==> config.mk <==
export PLATFORM = sky130hd
export DESIGN_NAME = apb_master
export DESIGN_NICKNAME = d
export VERILOG_FILES = /design/src/rtl/apb_master.sv
export SDC_FILE = /design/constraint.sdc
export NUM_CORES = 1
export LEC_CHECK = 0
export BUFFER_PORTS_ARGS = -buffer_cell sky130_fd_sc_hd__clkbuf_2
export CORE_MARGIN = 8
export CORE_UTILIZATION = 45
export CTS_CLUSTER_SIZE = 12
export DETAILED_ROUTE_END_ITERATION = 8
export PLACE_DENSITY = 0.76
export SYNTH_ARGS = -nofsm -noshare
export SYNTH_HDL_FRONTEND = slang
export SYNTH_SLANG_ARGS = --single-unit
==> constraint.sdc <==
create_clock -name Pclk -period 2.09 [get_ports Pclk]
set_input_delay 0.418 -clock Pclk [delete_from_list [all_inputs] [get_ports Pclk]]
set_output_delay 0.418 -clock Pclk [all_outputs]
set_load 0.01 [all_outputs]
==> src/rtl/apb_master.sv <==
// apb_master: single-outstanding APB master that bridges a local request interface
// (newd/Addr/datain/wr) onto a 4-bit address / 8-bit data APB bus.
//
// Ports:
//   Pclk     - clock, rising edge
//   Presetn  - asynchronous reset, active-HIGH despite the name
//   Addr     - request address         datain - request write data
//   wr       - request direction (1 = write)
//   newd     - request valid (level)
//   PRdata   - APB read data           Pready - APB slave ready
//   Psel     - APB select              Penable - APB enable
//   Pslverr  - master-generated abort flag (watchdog timeout)
//   Paddr    - APB address             PWdata - APB write data
//   Pwrite   - APB direction           dataout - last completed read data
//
// Optional feature: define APB_MASTER_TIMEOUT_EN to enable the ACCESS-phase
// watchdog (parameter TIMEOUT, default 15). Without it ACCESS waits forever and
// Pslverr is tied low.
module apb_master #(
`ifdef APB_MASTER_TIMEOUT_EN
  parameter int unsigned TIMEOUT = 15,
`endif
  localparam int unsigned AW = 4,
  localparam int unsigned DW = 8
) (
  input  logic          Pclk,
  input  logic          Presetn,
  input  logic [AW-1:0] Addr,
  input  logic [DW-1:0] datain,
  input  logic          wr,
  input  logic          newd,
  input  logic [DW-1:0] PRdata,
  input  logic          Pready,
  output logic          Psel,
  output logic          Penable,
  output logic          Pslverr,
  output logic [AW-1:0] Paddr,
  output logic [DW-1:0] PWdata,
  output logic          Pwrite,
  output logic [DW-1:0] dataout
);

  typedef enum logic [1:0] {IDLE, SETUP, ACCESS} state_t;

  state_t          state_q, state_d;
  logic            psel_d, penable_d, pwrite_d;
  logic [AW-1:0]   paddr_d;
  logic [DW-1:0]   pwdata_d, dataout_d;

`ifdef APB_MASTER_TIMEOUT_EN
  localparam int unsigned CW = (TIMEOUT < 2) ? 1 : $clog2(TIMEOUT);
  logic [CW-1:0]   wcnt_q, wcnt_d;
  logic            pslverr_d;
`endif

  // Next-state and next-output logic; outputs are the registered copies of *_d.
  always_comb begin
    state_d   = state_q;
    psel_d    = 1'b0;
    penable_d = 1'b0;
    paddr_d   = Paddr;
    pwdata_d  = PWdata;
    pwrite_d  = Pwrite;
    dataout_d = dataout;
`ifdef APB_MASTER_TIMEOUT_EN
    wcnt_d    = wcnt_q;
    pslverr_d = 1'b0;
`endif
    unique case (state_q)
      IDLE: begin
        if (newd) begin
          state_d  = SETUP;
          psel_d   = 1'b1;
          paddr_d  = Addr;
          pwdata_d = datain;
          pwrite_d = wr;
`ifdef APB_MASTER_TIMEOUT_EN
          wcnt_d   = '0;
`endif
        end
      end
      SETUP: begin
        state_d   = ACCESS;
        psel_d    = 1'b1;
        penable_d = 1'b1;
      end
      ACCESS: begin
        if (Pready) begin
          if (!Pwrite) dataout_d = PRdata;
          // Back-to-back: a pending request skips IDLE and goes straight to SETUP.
          if (newd) begin
            state_d  = SETUP;
            psel_d   = 1'b1;
            paddr_d  = Addr;
            pwdata_d = datain;
            pwrite_d = wr;
`ifdef APB_MASTER_TIMEOUT_EN
            wcnt_d   = '0;
`endif
          end else begin
            state_d = IDLE;
          end
        end else begin
`ifdef APB_MASTER_TIMEOUT_EN
          // Abort on the TIMEOUT-th consecutive not-ready edge.
          if (wcnt_q == CW'(TIMEOUT - 1)) begin
            state_d   = IDLE;
            pslverr_d = 1'b1;
          end else begin
            wcnt_d    = wcnt_q + CW'(1);
            psel_d    = 1'b1;
            penable_d = 1'b1;
          end
`else
          psel_d    = 1'b1;
          penable_d = 1'b1;
`endif
        end
      end
      default: state_d = IDLE;
    endcase
  end

  // State and output registers.
  always_ff @(posedge Pclk or posedge Presetn) begin
    if (Presetn) begin
      state_q <= IDLE;
      Psel    <= 1'b0;
      Penable <= 1'b0;
      Paddr   <= '0;
      PWdata  <= '0;
      Pwrite  <= 1'b0;
      dataout <= '0;
`ifdef APB_MASTER_TIMEOUT_EN
      wcnt_q  <= '0;
      Pslverr <= 1'b0;
`endif
    end else begin
      state_q <= state_d;
      Psel    <= psel_d;
      Penable <= penable_d;
      Paddr   <= paddr_d;
      PWdata  <= pwdata_d;
      Pwrite  <= pwrite_d;
      dataout <= dataout_d;
`ifdef APB_MASTER_TIMEOUT_EN
      wcnt_q  <= wcnt_d;
      Pslverr <= pslverr_d;
`endif
    end
  end

`ifndef APB_MASTER_TIMEOUT_EN
  assign Pslverr = 1'b0;
`endif

endmodule

; ---- Word level (Yosys, flattened, before mapping)
; Index checks and enable logic that the tools add are counted.
[totals]
register_bits = 25
input_bits = 25
out_inout_bits = 24
word_cells = 35
[op_classes]
eq_ne = 4
mux = 18
bitwise = 1
n_reduce_logical = 5
[ops]
columns = operator, count
row1 = 2-to-1 mux 8 bit, 2
row2 = one-hot mux 8 bit (2 select lines), 1
row3 = 2-to-1 mux 4 bit, 2
row4 = one-hot mux 4 bit (2 select lines), 1
row5 = 2-to-1 mux 1 bit, 6
row6 = one-hot mux 2 bit (3 select lines), 1
row7 = 2-to-1 mux 2 bit, 2
row8 = != test 2 bit (second input constant), 2
row9 = one-hot mux 1 bit (2 select lines), 2
row10 = AND reduction 2 bit, 2
row11 = one-hot mux 1 bit (3 select lines), 1
row12 = AND reduction 3 bit, 1
row13 = equality test 2 x 1 -> 1 bit (second input constant), 1
row14 = equality test 2 bit (second input constant), 1
row15 = logical NOT 2 bit, 1
row16 = nonzero test 2 bit, 1
row17 = inverter 1 bit, 1

; ---- Longest topological paths before layout
[depth]
depth_word = 3
depth_mapped = 6
mapped_depth_nobuf = 5

; ---- Worst setup path before layout
; No wires, ideal clock.
[synth_timing]
path_kind = flip-flop to flip-flop
start = register state_q[0]
end = register PWdata[0]
setup_time_ps = 125
t_arrival_ps = 1600
required_ps = 1965
slack_ps = 365
stages_incl_launch_ff = 7
path_buffers = 1
synth_period_minus_slack_ps = 1725
cell_sequence = dfrtp_1 -> inv_1 -> ha_1 -> mux2_4 -> nand2_2 -> buf_6 -> mux2_4
[synth_via]
elab_chain_len = 3
elab_cells_between_ends = 6
classes_between = eq/ne: 2 / mux: 1 / reduce/logical: 3
[synth_rtl]
columns = item, line_no
row1 = "start, declared", 45  ; state_t state_q, state_d;
row2 = "start signal, assigned", 139  ; state_q <= state_d;
row3 = equality test 2 bit / logical NOT 2 bit (equally long branches), 69  ; unique case (state_q)
row4 = != test 2 bit (no source line) / nonzero test 2 bit (equally long branches), --
row5 = AND reduction 2 bit (no source line), --
row6 = "end signal, assigned", 143  ; PWdata <= pwdata_d;
row7 = "end, declared", 38  ; output logic [DW-1:0] PWdata,
; Parallel ways exist; a longest one is shown, timed or not.
; A chain may end at the register's enable or synchronous reset.

; ---- Worst setup path after layout
[layout_timing]
start = register state_q[0]
end = register Paddr[2]
[layout_via]
elab_chain_len = 3
elab_cells_between_ends = 6
classes_between = eq/ne: 2 / mux: 1 / reduce/logical: 3
[layout_rtl]
columns = item, line_no
row1 = equality test 2 bit / logical NOT 2 bit (equally long branches), 69
row2 = != test 2 bit (no source line) / nonzero test 2 bit (equally long branches), --
row3 = AND reduction 2 bit (no source line), --
row4 = "end signal, assigned", 142  ; Paddr <= paddr_d;
row5 = "end, declared", 37  ; output logic [AW-1:0] Paddr,
; Parallel ways exist; a longest one is shown, timed or not.

==> flow_metrics.py <==
metrics = {
    "synthesis": {
        "dominantRegCellSynth": "dfrtp_1",
        "yosysUniqueCellTypes": 18,
        "synth_nets": 104,
        "async_flop_share": 1.000,
        "syn_avg_cell_area_sq_um": 15.37,
        "synth.top_cell.area_share": 0.5574,
        "synth_top_area_cell": "dfrtp_1",
        "synth-seq-area-share": 0.5574,
        "yosysMostFrequentCell": "dfrtp_1",
        "yosys_register_bits": 25,
        "synthTopCellsByCount": "dfrtp_1 (25), mux2_2 (12), mux2_4 (11)",
        "yosysWarnings": 0,
        "netlist_instances": 73,
        "synth_area_sq_um": 1122,
        "synth_edf_count": 0,
        "synth_area_leaders": "dfrtp_1 (56%), mux2_4 (15%), mux2_2 (12%)",
    },
    "floorplan": {
        "start_util": 0.4657,
        "rows": 18,
        "core_sq_um": 2410,
        "pin_count": 49,
        "die_x_um": 65.94,
        "design.die.area_sq_um": 4348,
        "die-height_um": 65.94,
    },
    "power_and_ir_drop": {
        "power_density_nw_per_um2": 1430,
        "ir_worst_vdd_mv": 0.7024,
        "p_total_mw": 2.016,
        "p_leak_nw": 0.7629,
    },
    "cells_and_area": {
        "final_core_utilization": 0.5852,
        "design_area_sq_um": 1410,
        "fin_nets": 155,
        "drive_gt1_frac": 0.6179,
        "syn_to_final_growth_pct": 25.64,
        "stdcell_count": 153,
        "antennaDiodeCount": 0,
    },
    "drt": {
        "dr.pass1.iters": 4,
        "vias": 743,
        "detail-route-antenna-nets": 0,
        "drt_iter0_drc": 11,
        "drc": 0,
        "wire_per_inst_um": 15.73,
        "avgViaCountPerCell": 4.856,
        "drt_wl_total_mm": 2.406,
    },
    "timing": {
        "slew_viol_final": 0,
        "skew_ns": 0.0005387,
        "max_clock_freq_mhz": 510.2,
        "fin_crit_sh": 0.9378,
        "hold_viol_final": 0,
        "layout_min_cycle_time_ns": 1.960,
        "tns_ns": 0,
        "setup_viol": 0,
        "rsz0062_at_grt": "false",
        "whs_ns": 0.08064,
        "setup_ws_ns": 0.1299,
    },
    "flow_run": {
        "maxCapViolCount": 0,
    },
    "global_routing": {
        "grt_pass1_wl_mm": 3.864,
        "grt_pass1_vias": 832,
        "grtUsageTotal": 0.1130,
        "grt_max_degree": 15,
        "antenna_found_initial": 0,
        "grt_overflow": 0,
    },
    "status": {
        "status": "finished clean",
    },
    "critical_path": {
        "crit_path_end_kind": "register",
        "criticalPathCategory": "reg2reg",
        "r2r_setup_slack_ns": 0.13,
        "cp_data_required_time_ns": 2.29,
        "crit_family": "multiplexers",
        "r2r-end": "Paddr[2]$_DFFE_PP0P_",
        "startpoint_type": "register",
        "r2r-start": "state_q[0]$_DFFE_PP0P_",
        "critPathBufInv": 1,
        "r2r_cells": 5,
        "cpPeakStageDelay_ns": 0.44,
        "cp.depth": 5,
        "crit_fanout": 13,
        "cp.arrival_ns": 2.16,
        "crit_slowest_cell": "dfrtp_1",
        "cp_cell_sequence": "inv_1 -> ha_1 -> mux2_4 -> nand2_2 -> mux2_2",
    },
    "placed_design": {
        "place_area_sq_um": 1384,
        "dp_hpwl_mm": 2.019,
        "place_inst": 149,
        "pre_cts_slack_ns": 0.1493,
        "gp_congestion": 0.7025,
        "port_buffers": 47,
    },
    "cts": {
        "cts_root_buf": "clkbuf_4",
        "path_clk_slew_ns": 0.12,
        "post_cts_buffers": 0,
        "cts_resized": 0,
        "cts_made_buffers": 3,
        "holdBufCountCts": 0,
        "clk_latency_ns": 0.30,
        "cts_tree": "built",
        "cts.sinks": 25,
        "htreeDepth": 1,
        "clock_path_buffers": 2,
    },
    "worst_hold_path": {
        "min_path_type": "in2async",
    },
}
[worst max-delay path by stage]
stage,startpoint,endpoint,slack (ns)
floorplan,state_q[0]$_DFFE_PP0P_,PWdata[0]$_DFFE_PP0P_,0.37
global placement,state_q[0]$_DFFE_PP0P_,Paddr[2]$_DFFE_PP0P_,0.24
detailed placement,state_q[0]$_DFFE_PP0P_,Paddr[2]$_DFFE_PP0P_,0.15
CTS,state_q[0]$_DFFE_PP0P_,Paddr[2]$_DFFE_PP0P_,0.12
global route,state_q[0]$_DFFE_PP0P_,Paddr[1]$_DFFE_PP0P_,0.04
finish,state_q[0]$_DFFE_PP0P_,Paddr[2]$_DFFE_PP0P_,0.13
[power breakdown]
part | switching, mW | internal, mW
sequential | 0.141 | 0.724
combinational | 0.421 | 0.530
clock | 0.126 | 0.0743
total | 0.688 | 1.33
[layout by cell type (no fill, tap or decap), drive strengths merged]
cell type / count
clkbuf: 51
dfrtp: 25
mux2: 23
ha: 6
inv: 4
a21oi: 3
nor2b: 1
nand3b: 1
nand2: 1
o21a: 1
o21ba: 1
nand2b: 1
o22ai: 1
mux2i: 1
a22o: 1
conb: 1
buf: 1
[cell families after synthesis]
| logic type | count (synthesis) | share of synthesized area |
|---|---|---|
| adder cells (fa/ha/maj) | 6 | 0.06689 |
| multiplexers | 24 | 0.2765 |
| flip-flops | 25 | 0.5574 |
| buffers and inverters | 6 | 0.03010 |
| AND/OR/NAND/NOR | 4 | 0.02342 |
| AO/OA/AOI/OAI | 7 | 0.04237 |
| other | 1 | 0.003341 |
[state kept, by name, indices dropped and copies added, names as in the netlist]
signal,count
PWdata,8
dataout,8
Paddr,4
state_q,2
Penable,1
Psel,1
Pwrite,1
[routing by layer]
metal	track usage	routed length [um]	vias to the layer above	part of all wire
li1	-	-	347	-
met1	0.1199	893	371	0.37
met2	0.1998	1259	23	0.52
met3	0.04237	241	2	0.10
met4	0.04000	11	0	0.0046
met5	0	0	-	0
[worst register-to-register path: stages (launching register included)]
cell,delay (ns)
dfrtp_1,0.44
inv_1,0.16
ha_1,0.25
mux2_4,0.32
nand2_2,0.32
mux2_2,0.38
[layout make-up]
class	count	area, sq um
clock buffer	4	26.28
fill	198	999.7
inverter	4	15.01
multi-input combinational	42	462.9
sequential	25	625.6
tap	30	37.54
timing repair buffer	48	242.7
No activity file was read; power rests on OpenSTA's default activity.
